### src/rtl/pfpu_regf_ctl_if.sv
// rtl/pfpu_regf_ctl_if.sv - host CSR access bus into the PFPU register-file sequencer
//
// Purpose: groups the host-side CSR request/response signals of pfpu_regf_ctl.
// Ports (signals):
//   csr_req   host -> ctl  access request, level, held until csr_ack
//   csr_we    host -> ctl  1=write 0=read, stable while csr_req
//   csr_addr  host -> ctl  register index, stable while csr_req
//   csr_wdat  host -> ctl  write data, stable while csr_req
//   csr_ack   ctl -> host  one-cycle completion pulse
//   csr_rdat  ctl -> host  read data, valid with csr_ack, held until next read ack
//   csr_err   ctl -> host  pulses with csr_ack when the access was aborted
// Modports: master = CSR decoder side, slave = pfpu_regf_ctl side.

interface pfpu_regf_ctl_if;
   logic        csr_req;
   logic        csr_we;
   logic [6:0]  csr_addr;
   logic [31:0] csr_wdat;
   logic        csr_ack;
   logic [31:0] csr_rdat;
   logic        csr_err;

   modport master (
      output csr_req, csr_we, csr_addr, csr_wdat,
      input  csr_ack, csr_rdat, csr_err
   );

   modport slave (
      input  csr_req, csr_we, csr_addr, csr_wdat,
      output csr_ack, csr_rdat, csr_err
   );
endinterface

### src/rtl/pfpu_regf_ctl.sv
// rtl/pfpu_regf_ctl.sv - PFPU register-file CSR port sequencer with hardware clear
//
// Purpose: serialises host CSR reads/writes against ALU activity on the
// pfpu_regf c_* port and runs a hardware clear of R[CLR_FIRST..CLR_LAST].
// regf_busy tells the PFPU control FSM to hold off program start.
// Optional feature macro: PFPU_REGF_CTL_TIMEOUT_EN - a request waiting on
// alu_busy for TIMEOUT cycles is acknowledged with csr_err and no access.
// Ports:
//   sys_clk, sys_rst      clock, asynchronous active-high reset
//   csr (slave)           host CSR request/response bus
//   alu_busy              PFPU program running / pipeline writes in flight
//   clr_start             pulse: request clear of R[CLR_FIRST..CLR_LAST]
//   clr_busy              clear sequence in progress
//   regf_busy             controller owns the regfile port
//   c_en/c_addr/c_w_en/c_di  regfile port drive
//   c_do                  regfile read data, valid one cycle after c_en

module pfpu_regf_ctl #(
   parameter int CLR_FIRST = 2,
   parameter int CLR_LAST  = 127,
   parameter int TIMEOUT   = 1023
) (
   input  logic           sys_clk,
   input  logic           sys_rst,
   pfpu_regf_ctl_if.slave csr,
   input  logic           alu_busy,
   input  logic           clr_start,
   output logic           clr_busy,
   output logic           regf_busy,
   output logic           c_en,
   output logic [6:0]     c_addr,
   output logic           c_w_en,
   output logic [31:0]    c_di,
   input  logic [31:0]    c_do
);

   localparam logic [6:0] CLR_FIRST_A = 7'(CLR_FIRST);
   localparam logic [6:0] CLR_LAST_A  = 7'(CLR_LAST);

   typedef enum logic [2:0] {
      IDLE    = 3'd0,
      RD_ADDR = 3'd1,
      RD_DATA = 3'd2,
      WR      = 3'd3,
      CLEAR   = 3'd4,
      ACK     = 3'd5
   } state_t;

   state_t      state;
   state_t      state_nxt;
   logic        pend_clr;
   logic        pend_clr_nxt;
   logic        clr_want;
   logic        tmo_hit;

   logic        csr_ack_nxt;
   logic        csr_err_nxt;
   logic [31:0] csr_rdat_nxt;
   logic        clr_busy_nxt;
   logic        regf_busy_nxt;
   logic        c_en_nxt;
   logic        c_w_en_nxt;
   logic [6:0]  c_addr_nxt;
   logic [31:0] c_di_nxt;

   // A clr_start arriving in IDLE counts as already pending, so it wins
   // against a csr_req sampled in the same cycle.
   assign clr_want = pend_clr | clr_start;

`ifdef PFPU_REGF_CTL_TIMEOUT_EN
   localparam int TMO_W = $clog2(TIMEOUT + 1);

   logic [TMO_W-1:0] tmo_cnt;
   logic [TMO_W-1:0] tmo_cnt_nxt;

   // Fires on the cycle the wait count would reach TIMEOUT.
   assign tmo_hit = csr.csr_req && alu_busy && (tmo_cnt == TMO_W'(TIMEOUT - 1));

   always_comb begin
      tmo_cnt_nxt = tmo_cnt;
      if (state_nxt == ACK)
         tmo_cnt_nxt = '0;
      else if ((state == IDLE) && csr.csr_req && alu_busy)
         tmo_cnt_nxt = tmo_cnt + 1'b1;
   end

   always_ff @(posedge sys_clk or posedge sys_rst) begin
      if (sys_rst)
         tmo_cnt <= '0;
      else
         tmo_cnt <= tmo_cnt_nxt;
   end
`else
   assign tmo_hit = 1'b0;
`endif

   // State register
   always_ff @(posedge sys_clk or posedge sys_rst) begin
      if (sys_rst)
         state <= IDLE;
      else
         state <= state_nxt;
   end

   // Next-state logic
   always_comb begin
      state_nxt = state;
      case (state)
         IDLE: begin
            if (!alu_busy) begin
               if (clr_want)
                  state_nxt = CLEAR;
               else if (csr.csr_req)
                  state_nxt = csr.csr_we ? WR : RD_ADDR;
            end else if (tmo_hit) begin
               state_nxt = ACK;
            end
         end
         RD_ADDR: state_nxt = RD_DATA;
         RD_DATA: state_nxt = ACK;
         WR:      state_nxt = ACK;
         CLEAR:   if (c_addr == CLR_LAST_A) state_nxt = IDLE;
         ACK:     state_nxt = IDLE;
         default: state_nxt = IDLE;
      endcase
   end

   // Output logic: computes the registered output values for the next state
   always_comb begin
      csr_ack_nxt   = (state_nxt == ACK);
      clr_busy_nxt  = (state_nxt == CLEAR);
      regf_busy_nxt = (state_nxt != IDLE);
      c_en_nxt      = (state_nxt == RD_ADDR) || (state_nxt == WR) || (state_nxt == CLEAR);
      c_w_en_nxt    = (state_nxt == WR) || (state_nxt == CLEAR);
      c_addr_nxt    = c_addr;
      c_di_nxt      = c_di;
      csr_rdat_nxt  = csr.csr_rdat;
`ifdef PFPU_REGF_CTL_TIMEOUT_EN
      // The only direct IDLE->ACK path is the timeout abort.
      csr_err_nxt   = (state == IDLE) && (state_nxt == ACK);
`else
      csr_err_nxt   = 1'b0;
`endif

      case (state_nxt)
         RD_ADDR: c_addr_nxt = csr.csr_addr;
         WR: begin
            c_addr_nxt = csr.csr_addr;
            c_di_nxt   = csr.csr_wdat;
         end
         CLEAR: begin
            // c_addr doubles as the clear counter; it parks on CLR_LAST.
            c_addr_nxt = (state == CLEAR) ? c_addr + 7'd1 : CLR_FIRST_A;
            c_di_nxt   = '0;
         end
         default: ;
      endcase

      // c_do answers the address presented in RD_ADDR during RD_DATA.
      if (state == RD_DATA)
         csr_rdat_nxt = c_do;

      if (state == CLEAR)
         pend_clr_nxt = 1'b0;
      else if (state_nxt == CLEAR)
         pend_clr_nxt = 1'b0;
      else
         pend_clr_nxt = clr_want;
   end

   always_ff @(posedge sys_clk or posedge sys_rst) begin
      if (sys_rst) begin
         pend_clr     <= 1'b0;
         csr.csr_ack  <= 1'b0;
         csr.csr_err  <= 1'b0;
         csr.csr_rdat <= '0;
         clr_busy     <= 1'b0;
         regf_busy    <= 1'b0;
         c_en         <= 1'b0;
         c_w_en       <= 1'b0;
         c_addr       <= '0;
         c_di         <= '0;
      end else begin
         pend_clr     <= pend_clr_nxt;
         csr.csr_ack  <= csr_ack_nxt;
         csr.csr_err  <= csr_err_nxt;
         csr.csr_rdat <= csr_rdat_nxt;
         clr_busy     <= clr_busy_nxt;
         regf_busy    <= regf_busy_nxt;
         c_en         <= c_en_nxt;
         c_w_en       <= c_w_en_nxt;
         c_addr       <= c_addr_nxt;
         c_di         <= c_di_nxt;
      end
   end

endmodule

### src/flat_wrapper.sv
// flat-port wrapper written by rule: the top's interface ports become plain ports
module pfpu_regf_ctl_flat 
#(
   parameter int CLR_FIRST = 2,
   parameter int CLR_LAST  = 127,
   parameter int TIMEOUT   = 1023
)
  (sys_clk, sys_rst, alu_busy, clr_start, clr_busy, regf_busy, c_en, c_addr, c_w_en, c_di, c_do, csr_csr_req, csr_csr_we, csr_csr_addr, csr_csr_wdat, csr_csr_ack, csr_csr_rdat, csr_csr_err);
  pfpu_regf_ctl_if csr_i ();
  input  logic sys_clk;
  input  logic sys_rst;
  input  logic alu_busy;
  input  logic clr_start;
  output logic clr_busy;
  output logic regf_busy;
  output logic c_en;
  output logic [6:0] c_addr;
  output logic c_w_en;
  output logic [31:0] c_di;
  input  logic [31:0] c_do;
  input wire logic [$bits(csr_i.csr_req)-1:0] csr_csr_req;
  input wire logic [$bits(csr_i.csr_we)-1:0] csr_csr_we;
  input wire logic [$bits(csr_i.csr_addr)-1:0] csr_csr_addr;
  input wire logic [$bits(csr_i.csr_wdat)-1:0] csr_csr_wdat;
  output wire logic [$bits(csr_i.csr_ack)-1:0] csr_csr_ack;
  output wire logic [$bits(csr_i.csr_rdat)-1:0] csr_csr_rdat;
  output wire logic [$bits(csr_i.csr_err)-1:0] csr_csr_err;
  assign csr_i.csr_req = csr_csr_req;
  assign csr_i.csr_we = csr_csr_we;
  assign csr_i.csr_addr = csr_csr_addr;
  assign csr_i.csr_wdat = csr_csr_wdat;
  assign csr_csr_ack = csr_i.csr_ack;
  assign csr_csr_rdat = csr_i.csr_rdat;
  assign csr_csr_err = csr_i.csr_err;
  pfpu_regf_ctl #(.CLR_FIRST(CLR_FIRST), .CLR_LAST(CLR_LAST), .TIMEOUT(TIMEOUT)) u_core (.sys_clk(sys_clk), .sys_rst(sys_rst), .csr(csr_i), .alu_busy(alu_busy), .clr_start(clr_start), .clr_busy(clr_busy), .regf_busy(regf_busy), .c_en(c_en), .c_addr(c_addr), .c_w_en(c_w_en), .c_di(c_di), .c_do(c_do));
endmodule
### config.mk
export PLATFORM = sky130hd
export DESIGN_NAME = pfpu_regf_ctl_flat
export DESIGN_NICKNAME = d
export VERILOG_FILES = /design/src/rtl/pfpu_regf_ctl_if.sv /design/src/rtl/pfpu_regf_ctl.sv /design/src/flat_wrapper.sv
export SDC_FILE = /design/constraint.sdc
export NUM_CORES = 1
export LEC_CHECK = 0
export ABC_AREA = 1
export ABC_CLOCK_PERIOD_IN_PS = 2600
export CAP_MARGIN = 20
export CORE_MARGIN = 1
export CORE_UTILIZATION = 30
export CTS_CLUSTER_SIZE = 20
export DETAILED_ROUTE_END_ITERATION = 10
export SLEW_MARGIN = 10
export SYNTH_ARGS = -nofsm -noshare
export SYNTH_HDL_FRONTEND = slang
export SYNTH_SLANG_ARGS = --single-unit
### constraint.sdc
create_clock -name sys_clk -period 2.6 [get_ports sys_clk]
set_clock_uncertainty 0.2 [all_clocks]
set_input_delay 0.52 -clock sys_clk [delete_from_list [all_inputs] [get_ports sys_clk]]
set_output_delay 0.52 -clock sys_clk [all_outputs]
set_load 0.01 [all_outputs]
==> summary.md <==
| Metric | Value |
|---|---|
| Crit-path max FO | `7` |
| Crit-path cells | `clkdlybuf4s50_1` |
| CTS clk-pin slew, worst paths | `0.07 ns` |
| Antenna violations before repair | `0` |
| P_int | `3.56 mW` |
| Routed met2 length | `3640 um` |
| Sequential share of power | `37.6%` |
| Slowest cell on crit path | `clkdlybuf4s50_1` |
| CP top delay family | `buffers and inverters` |
| Register bit total from synthesis | `80` |
| Layout cells sized above 1 | `13.6%` |
| Sequential fraction of the synthesis area | `59.5%` |
| RSZ-0062 raised after global routing | `false` |
| Gpl congestion | `0.765` |
| DRT iter0 DRCs | `100` |
| Total GRT Usage | `14.6%` |
| Post-route setup TNS | `0 ns` |
| Commonest cells post-synth | `nand2_1, dfrtp_1, nand3_1` |
| Sink Count | `80` |
| Switching Share | `33.7%` |
| CTS root buf | `clkbuf_8` |
| Placed insts | `615` |
| Most common cell in the netlist | `nand2_1` |
| Die width | `108 um` |
| Routed met3 length | `678 um` |
| Largest area contributor in the netlist | `dfrtp_1` |
| Vias post-DR | `2819` |
| YS warnings | `0` |
| Net Sw Power | `1.81 mW` |
| Syn Nets | `407` |
| Initial Util | `30.9%` |
| Ports | `154` |
| Main area contributors after synthesis | `dfrtp_1, nand2_1, mux2_2` |
| M1 WL | `3800 um` |
| # diodes | `0` |
| Ys async rst share | `100%` |
| Post-synth EDFFs | `0` |
| Total clock buffers created by CTS | `9` |
| Vias in the first global route | `2841` |
| CTS tree | `yes` |
| PwrDens | `1020 nW/um^2` |
| Worst EP required | `1.88 ns` |
| Post-route ant nets | `0` |
| Fin nets | `564` |
| Worst vdd ir | `523 uV` |
| Worst path bufs/invs | `1` |
| WL/cell | `13.0 um` |
| Hold Fails Final Rpt | `0` |
| Post-synth top flop | `dfrtp_1` |
| Relative slew slack | `62.6%` |
| Comb pwr share | `46.1%` |
| Worst path max stage delay | `0.58 ns` |
| CTS resizes | `0` |
| H-tree levels | `3` |
| Worst Hold Class | `flop to flop` |
| First-pass GRT wire length | `13200 um` |
| Worst Path Class, Setup | `flop to output pin` |
| Worst setup EP type | `output pin` |
| Grt ovf | `0` |
| Syn_area_per_cell | `10.2 um^2` |
| Fill cell count | `1042` |
| Clk buf depth | `2` |
| Syn Inst Count | `329` |
| Post-synth top area share | `59.5%` |
| Post-Layout Cell Count | `631` |
| Final worst-path cycle share | `81.0%` |
| Status | `completed` |
| Max Cap Viol | `0` |
| Mapped cell area | `3370 um^2` |
| Slew @ Worst Pin | `0.562 ns` |
| Distinct cells, synth | `24` |
| Row count | `38` |
| Hold_buf cts | `0` |
| # DRC | `0` |
| Post-CTS Setup Bufs | `0` |
| DR top layer | `met4` |
| Vias/cell | `4.47` |
| Core Box Area | `10900 um^2` |
| HPWL Detailed | `5990 um` |
| Die H | `108 um` |
| Final setup vio count | `0` |
| Worst Setup Start Kind | `flop` |
| Area Growth Syn to Fin | `55.6%` |
| Pleak | `2.45 nW` |
| Max Fclk | `475 MHz` |
| Clk Latency, worst-skew pair | `0.34 ns` |
| Final Critical Period | `2.10 ns` |
| Clock power share | `16.4%` |
| DRT Wirelength | `8230 um` |
| Largest net degree at the start of global routing | `45` |
| Final Slew Violations | `0` |
| Port bufs | `152` |
| WP data arrival | `1.38 ns` |
| Die area | `11700 um^2` |
| 1st-pass router iterations | `4` |
==> state kept, by name (all words and copies together) (netlist names) <==
name	cells
u_core.csr.csr_ack	1
u_core.c_di	32
u_core.c_w_en	1
u_core.csr.csr_rdat	32
u_core.regf_busy	1
u_core.c_addr	7
u_core.clr_busy	1
u_core.state	3
u_core.c_en	1
u_core.pend_clr	1
==> power groups by stage <==
stage | Combinational (mW) | Clock, mW | Sequential [mW]
floorplan | 0.976 | 0 | 2.25
global placement | 2.47 | 0 | 2.03
detailed placement | 2.51 | 0 | 2.04
CTS | 2.51 | 0.911 | 2.02
global route | 2.69 | 0.965 | 2.08
finish | 2.47 | 0.878 | 2.02
==> cell type report <==
cell class | instances | area (um^2) | area share, %
flip-flops and latches | 80 | 2000 | 38.2
repair buffers | 160 | 1610 | 30.7
multi-input cells | 211 | 1180 | 22.6
well taps | 140 | 175 | 3.34
clock buffers | 12 | 135 | 2.58
inverters | 24 | 93.8 | 1.79
clock inverters | 4 | 45.0 | 0.860
==> stage by stage <==
step / setup WS, ns / cell area (um^2) / hold WS, ns / total power [mW] / utilization [%]
after floorplan: 0.875 / 3370 / 0.333 / 3.22 / -
after global placement: 0.276 / 5060 / 0.277 / 4.50 / 46.5
after detailed placement: 0.237 / 5060 / 0.281 / 4.55 / 46.5
after CTS: 0.461 / 5240 / 0.299 / 5.45 / 48.1
after global routing: 0.438 / 5240 / 0.315 / 5.74 / 48.1
final: 0.495 / 5240 / 0.292 / 5.37 / 48.1
==> cell families after synthesis <==
kind of cell	count (synthesis)	synth area share, %
AND/OR/NAND/NOR	166	22.3
adder cells (fa/ha/maj)	1	0.372
flip-flops	80	59.5
AO/OA/AOI/OAI	11	1.63
multiplexers	32	10.7
other	1	0.111
buffers and inverters	38	5.43
==> path summary, 6_finish.rpt <==
kind	cells past startpoint	to	start	slack, ns
hold / removal	1	u_core.csr.csr_rdat[22]$_DFFE_PP0P_	u_core.csr.csr_rdat[22]$_DFFE_PP0P_	0.29
setup reg to reg	10	u_core.c_di[6]$_DFFE_PP0P_	u_core.c_addr[0]$_DFFE_PP0P_	0.63
max in group asynchronous	3	u_core.pend_clr$_DFF_PP0_	sys_rst	1.32
min in group asynchronous	3	u_core.csr.csr_rdat[4]$_DFFE_PP0P_	sys_rst	0.46
hold reg to reg	1	u_core.csr.csr_rdat[22]$_DFFE_PP0P_	u_core.csr.csr_rdat[22]$_DFFE_PP0P_	0.29
setup / recovery	1	c_addr[4]	u_core.c_addr[4]$_DFFE_PP0P_	0.50
==> per-layer routing <==
| metal | GRT usage (%) | vias to the layer above |
|---|---|---|
| li1 | - | 1364 |
| met1 | 18.7 | 1332 |
| met2 | 22.7 | 113 |
| met3 | 4.34 | 10 |
| met4 | 6.75 | 0 |
| met5 | 0 | - |
==> cell usage in the layout, fill, tap and decap left out <==
cell type          n
clkdlybuf4s50_1  152
dfrtp_1           80
o21ai_0            2
a21oi_1            4
nor2_2             3
clkbuf_8           9
nand2_2            2
or2_2              4
nor3_1             1
buf_12             2
bufinv_16          1
o21ai_1            5
buf_4              6
clkinvlp_4         1
nor2_4             2
nor2_1             6
mux2_2            28
conb_1             1
ha_1               1
mux2_1             4
nand3_2            3
nand3_4            1
nand2_1          101
nor3b_1            1
nand3_1           42
inv_1             21
inv_2              2
clkbuf_1           3
clkinv_2           3
Note: power is estimated with default switching activity, not from simulation.
